**src/rtl/bicubic_out_serializer.sv**
```systemverilog
// Serializes 4-pixel bicubic groups into a 1-pixel/cycle valid/ready stream with frame/row markers.
// Optional stall counter port perf_stall_cnt when BCCI_SER_PERF_EN is defined.
module bicubic_out_serializer #(
    parameter int unsigned CHANNEL_WIDTH  = 8,
    parameter int unsigned SRC_IMG_WIDTH  = 960,
    parameter int unsigned SRC_IMG_HEIGHT = 540
) (
    input  logic                     clk,
    input  logic                     rst,
    input  logic                     bcci_rsp_valid,
    output logic                     bf_rsp_ready,
    input  logic [CHANNEL_WIDTH-1:0] bcci_rsp_data1,
    input  logic [CHANNEL_WIDTH-1:0] bcci_rsp_data2,
    input  logic [CHANNEL_WIDTH-1:0] bcci_rsp_data3,
    input  logic [CHANNEL_WIDTH-1:0] bcci_rsp_data4,
    output logic                     out_valid,
    input  logic                     out_ready,
    output logic [CHANNEL_WIDTH-1:0] out_data,
    output logic                     out_user,
    output logic                     out_last,
    output logic                     frame_done
`ifdef BCCI_SER_PERF_EN
    ,
    output logic [31:0]              perf_stall_cnt
`endif
);

    localparam int unsigned GROUP_W  = 4 * CHANNEL_WIDTH;
    localparam int unsigned DST_ROWS = 4 * SRC_IMG_HEIGHT;
    localparam int unsigned GRP_W    = (SRC_IMG_WIDTH > 1) ? $clog2(SRC_IMG_WIDTH) : 1;
    localparam int unsigned ROW_W    = (DST_ROWS > 1) ? $clog2(DST_ROWS) : 1;

    logic [GROUP_W-1:0]       mem0;
    logic [GROUP_W-1:0]       mem1;
    logic                     wr_ptr;
    logic                     rd_ptr;
    logic [1:0]               count;
    logic [1:0]               sub;
    logic [GRP_W-1:0]         grp;
    logic [ROW_W-1:0]         row;
    logic                     frame_done_q;

    logic                     in_hs;
    logic                     out_hs;
    logic                     pop;
    logic                     at_last_grp;
    logic                     at_last_row;
    logic [GROUP_W-1:0]       head;
    logic [CHANNEL_WIDTH-1:0] head_pix;

    // Flow control depends only on registered occupancy and reset, never on out_ready.
    assign bf_rsp_ready = (count != 2'd2) & ~rst;
    assign out_valid    = (count != 2'd0) & ~rst;
    assign in_hs        = bcci_rsp_valid & bf_rsp_ready;
    assign out_hs       = out_valid & out_ready;
    assign pop          = out_hs & (sub == 2'd3);
    assign at_last_grp  = (grp == GRP_W'(SRC_IMG_WIDTH - 1));
    assign at_last_row  = (row == ROW_W'(DST_ROWS - 1));
    assign head         = rd_ptr ? mem1 : mem0;

    // data1 sits in the most significant slice of a stored group.
    always_comb begin
        head_pix = '0;
        case (sub)
            2'd0:    head_pix = head[3*CHANNEL_WIDTH +: CHANNEL_WIDTH];
            2'd1:    head_pix = head[2*CHANNEL_WIDTH +: CHANNEL_WIDTH];
            2'd2:    head_pix = head[1*CHANNEL_WIDTH +: CHANNEL_WIDTH];
            default: head_pix = head[0 +: CHANNEL_WIDTH];
        endcase
    end

    assign out_data   = out_valid ? head_pix : '0;
    assign out_user   = out_valid & (row == '0) & (grp == '0) & (sub == 2'd0);
    assign out_last   = out_valid & (sub == 2'd3) & at_last_grp;
    assign frame_done = frame_done_q & ~rst;

    always_ff @(posedge clk) begin
        if (rst) begin
            wr_ptr       <= 1'b0;
            rd_ptr       <= 1'b0;
            count        <= 2'd0;
            sub          <= 2'd0;
            grp          <= '0;
            row          <= '0;
            frame_done_q <= 1'b0;
        end else begin
            if (in_hs) wr_ptr <= ~wr_ptr;
            if (pop)   rd_ptr <= ~rd_ptr;
            case ({in_hs, pop})
                2'b10:   count <= count + 2'd1;
                2'b01:   count <= count - 2'd1;
                default: count <= count;
            endcase
            if (out_hs) sub <= sub + 2'd1;
            // Position counters advance once per fully emitted group.
            if (pop) begin
                if (at_last_grp) begin
                    grp <= '0;
                    row <= at_last_row ? '0 : row + ROW_W'(1);
                end else begin
                    grp <= grp + GRP_W'(1);
                end
            end
            frame_done_q <= out_hs & out_last & at_last_row;
        end
    end

    always_ff @(posedge clk) begin
        if (in_hs && !wr_ptr) mem0 <= {bcci_rsp_data1, bcci_rsp_data2, bcci_rsp_data3, bcci_rsp_data4};
        if (in_hs &&  wr_ptr) mem1 <= {bcci_rsp_data1, bcci_rsp_data2, bcci_rsp_data3, bcci_rsp_data4};
    end

`ifdef BCCI_SER_PERF_EN
    // Saturating count of cycles where a pixel waits on the sink.
    always_ff @(posedge clk) begin
        if (rst) begin
            perf_stall_cnt <= '0;
        end else if (out_valid && !out_ready && (perf_stall_cnt != 32'hFFFF_FFFF)) begin
            perf_stall_cnt <= perf_stall_cnt + 32'd1;
        end
    end
`endif

endmodule

```
**config.mk**
```make
export PLATFORM = sky130hd
export DESIGN_NAME = bicubic_out_serializer
export DESIGN_NICKNAME = d
export VERILOG_FILES = /design/src/rtl/bicubic_out_serializer.sv
export SDC_FILE = /design/constraint.sdc
export NUM_CORES = 1
export LEC_CHECK = 0
export BUFFER_PORTS_ARGS = -buffer_cell sky130_fd_sc_hd__buf_2
export CORE_MARGIN = 4
export CORE_UTILIZATION = 52
export DETAILED_ROUTE_END_ITERATION = 16
export PLACE_DENSITY = 0.76
export REMOVE_ABC_BUFFERS = 1
export SLEW_MARGIN = 25
export SYNTH_ARGS = -nofsm -noshare
export SYNTH_HDL_FRONTEND = slang
export SYNTH_SLANG_ARGS = --single-unit
```
**constraint.sdc**
```tcl
create_clock -name clk -period 2.5 [get_ports clk]
set_input_delay 0.25 -clock clk [delete_from_list [all_inputs] [get_ports clk]]
set_output_delay 0.25 -clock clk [all_outputs]
set_load 0.005 [all_outputs]
```
==> flow_summary.toml <==
[cts]
tritoncts.num_buffers = 9
clock_insertion_delay_worst_skew_ns = 0.36
numClockSinks = 93
cts_htree_levels = 3
clk_transition_reported_paths_ns = 0.10
clock_tree_from_tritoncts = "built"
root_buffer = "clkbuf_8"
postcts_setup_bufs = 0
ctsHoldBuffers = 0
clock_path_buffers = 2

[route]
detail_route.vias_per_cell = 5.610
drt_first_pass_iters = 7
wl_per_cell_um = 15.95
detail_route.drc_violations = 0
detail_route.wirelength_um = 7400
detailed_route_via_count = 2603
first_iter_violations = 228
route.antenna.remaining_nets = 0

[placement]
place.port_buffers = 48
globalplace.congestion = 0.8251
dp_wirelength_um = 4965
dpl.cell_count = 448

[synth]
synth.lib_cells_used.distinct = 39
seq_area_frac_synth = 0.6400
mappedNetlistArea_mm2 = 0.003910
synth_ff_type = "edfxtp_1"
synth-edff-count = 64
postSynthAreaPerCell_um2 = 12.78
ys.warnings.count = 0
synthArstFlopShare = 0
synthesis.instances = 306
postSynthRegisterBits = 93

[global_route]
grt_pass1_vias = 2464
grt_pass1_wl_um = 11950
grt.total_usage = 0.1771
antenna_found_initial = 0
gr-total-overflow = 0
grt_max_degree = 33

[worst_setup_path]
critical_path_required_ns = 2.25
criticalPathCategory = "flip-flop to output pin"
r2r_end = "row[4]"
critPathCapture = "out_data[2]"
crit_start = "sub[0]"
timing.critical_path.from_type = "flip-flop"
crit_arrival_ns = 2.08
ff2ff_path_depth = 6
r2r_start = "sub[0]"
timing.critical_path.to_type = "output pin"
rrSetupSlack_ns = 0.35
crit_path_max_fanout = 17

[die]
boundaryPins = 49
die_h_um = 94.72
initial_utilization = 0.5362
placeable_core_area_mm2 = 0.007292
die_area_mm2 = 0.008971
rows = 31
die_x_um = 94.72

[sta]
hold_violations = 0
period_share = 0.9328
timing.fmax_ghz = 0.4288
tightestPinTransition_ns = 0.6391
post_route_clock_skew_ns = 0.01108
unrepaired_setup_endpoints_after_global_routing = "false"
layout_min_cycle_time_ns = 2.332
finalMaxSlewViolations = 0
timing.max_slew.rel_slack = 0.5734
hold-worst-slack_ns = 0.06667
report.final.setup_viol = 0

[run_status]
status = "complete, no violations"

[pwr]
design_power_total_mw = 2.927
p_per_area_mw_per_mm2 = 645.5
max-vdd-ir-drop_v = 0.0003602
leakage_nw = 1.722

[finish]
finalNonFillerCells = 464
finish.net_count = 406
ant_diodes = 0
drive_above_1_share = 0.2466
area.growth.synth_to_final_pct = 15.97

[run]
maxCapViolCount = 0

[min_path]
hold_path.class = "input port to flip-flop"
-- registers in the layout (all words and copies together), names as in the netlist --
signal	cells
count	2
frame_done_q	1
grp	10
mem0	32
mem1	32
rd_ptr	1
row	12
sub	2
wr_ptr	1
-- cells in the mapped netlist (all sizes together), types with 8 or more instances --
master,number,area [µm²]
nor2,31,116.4
nand4,9,56.30
inv,25,93.84
a222oi,16,160.2
ha,10,125.1
a21oi,10,50.05
clkbuf,10,37.54
nor4,8,50.05
nand2,19,71.32
dfxtp,29,580.6
o21ai,9,45.04
mux4,8,180.2
xor2,9,78.83
edfxtp,64,1922
-- cell type report --
| class | instances | area, µm² |
|---|---|---|
| sequential | 93 | 2504 |
| clock buffer | 9 | 123.9 |
| multi-input combinational | 174 | 1286 |
| tap | 99 | 123.9 |
| clock inverter | 7 | 91.34 |
| fill | 611 | 2758 |
| timing repair buffer | 57 | 311.5 |
| inverter | 25 | 93.84 |
-- layer usage --
layer / track usage / part of all wire / vias up
met5: 0 / 0 / -
met4: 0.07212 / 0.017 / 0
met3: 0.03586 / 0.052 / 10
met2: 0.2895 / 0.49 / 70
met1: 0.2313 / 0.44 / 1276
li1: - / - / 1247
-- stage by stage --
| stage | worst slack (ns) | util | TNS [ns] | instance area, µm² |
|---|---|---|---|---|
| 2_1_floorplan | -0.08895 | - | -2.846 | 3855 |
| 3_3_place_gp | 0.3459 | 0.5882 | 0 | 4289 |
| 3_5_place_dp | 0.2342 | 0.5882 | 0 | 4289 |
| 4_1_cts | 0.06013 | 0.6181 | 0 | 4507 |
| 5_1_grt | 0.03751 | 0.6218 | 0 | 4534 |
| 6_report | 0.1679 | 0.6218 | 0 | 4534 |
-- power breakdown --
| part | total, mW | switching [mW] | internal (mW) |
|---|---|---|---|
| clock | 1.06 | 0.573 | 0.490 |
| combinational | 0.157 | 0.0880 | 0.0694 |
| sequential | 1.71 | 0.0160 | 1.69 |
| total | 2.93 | 0.677 | 2.25 |
-- logic make-up (layout without fill, tap and decap cells) --
kind of cell | Yosys count | count (layout) | synth area share
buf+inv | 39 | 98 | 0.03808
flops | 93 | 93 | 0.6400
compound gates | 39 | 39 | 0.07360
simple gates | 99 | 99 | 0.1290
fa+ha+maj | 10 | 10 | 0.03200
xor+xnor | 16 | 16 | 0.03584
mux | 10 | 10 | 0.05152
-- placed cells by master (no fill, tap or decap), drive strengths merged --
cell type   n
or2         2
a21o        1
o21ai       9
nand3       5
xor2        9
o21bai      2
clkbuf      9
and2        2
clkinv      2
nor3        3
and3        4
mux2i       1
or3         5
nor2b       3
nand2      19
dfxtp      29
xnor2       7
nand4       9
a21oi      10
a222oi     16
nand4b      1
or4         1
nor4b       1
nor2       31
and4b       1
nor4        8
nand2b      1
mux4        8
inv        29
or3b        1
ha         10
nand3b      2
mux2        1
edfxtp     64
bufinv      1
buf        57
a31oi       1
-- worst min path at each step --
stage / from / cells after the start / slack [ns] / end
2_1_floorplan: rst / 1 / 0.32 / count[1]
3_3_place_gp: bcci_rsp_data2[1] / 1 / 0.44 / mem0[17]
4_1_cts: bcci_rsp_data4[1] / 1 / 0.05 / mem0[1]
6_report: bcci_rsp_data4[1] / 1 / 0.07 / mem1[1]
3_5_place_dp: bcci_rsp_data4[2] / 1 / 0.44 / mem0[2]
5_1_grt: bcci_rsp_data4[1] / 1 / 0.04 / mem0[1]
-- worst max-delay path, cell delays in order (launching register included) --
cell and delay, ns:
dfxtp_1 0.35, inv_1 0.16, ha_1 0.19, buf_6 0.19, a222oi_1 0.09, mux4_2 0.47
nor2_1 0.13, buf_2 0.13
-- repair_timing --
action | 4_1_cts | 5_1_grt
endpoints found under the setup margin | 8 | 6
pin swaps | 0 | 0
gates resized for setup | 1 | 5
Note: power is estimated with default switching activity, not from simulation.
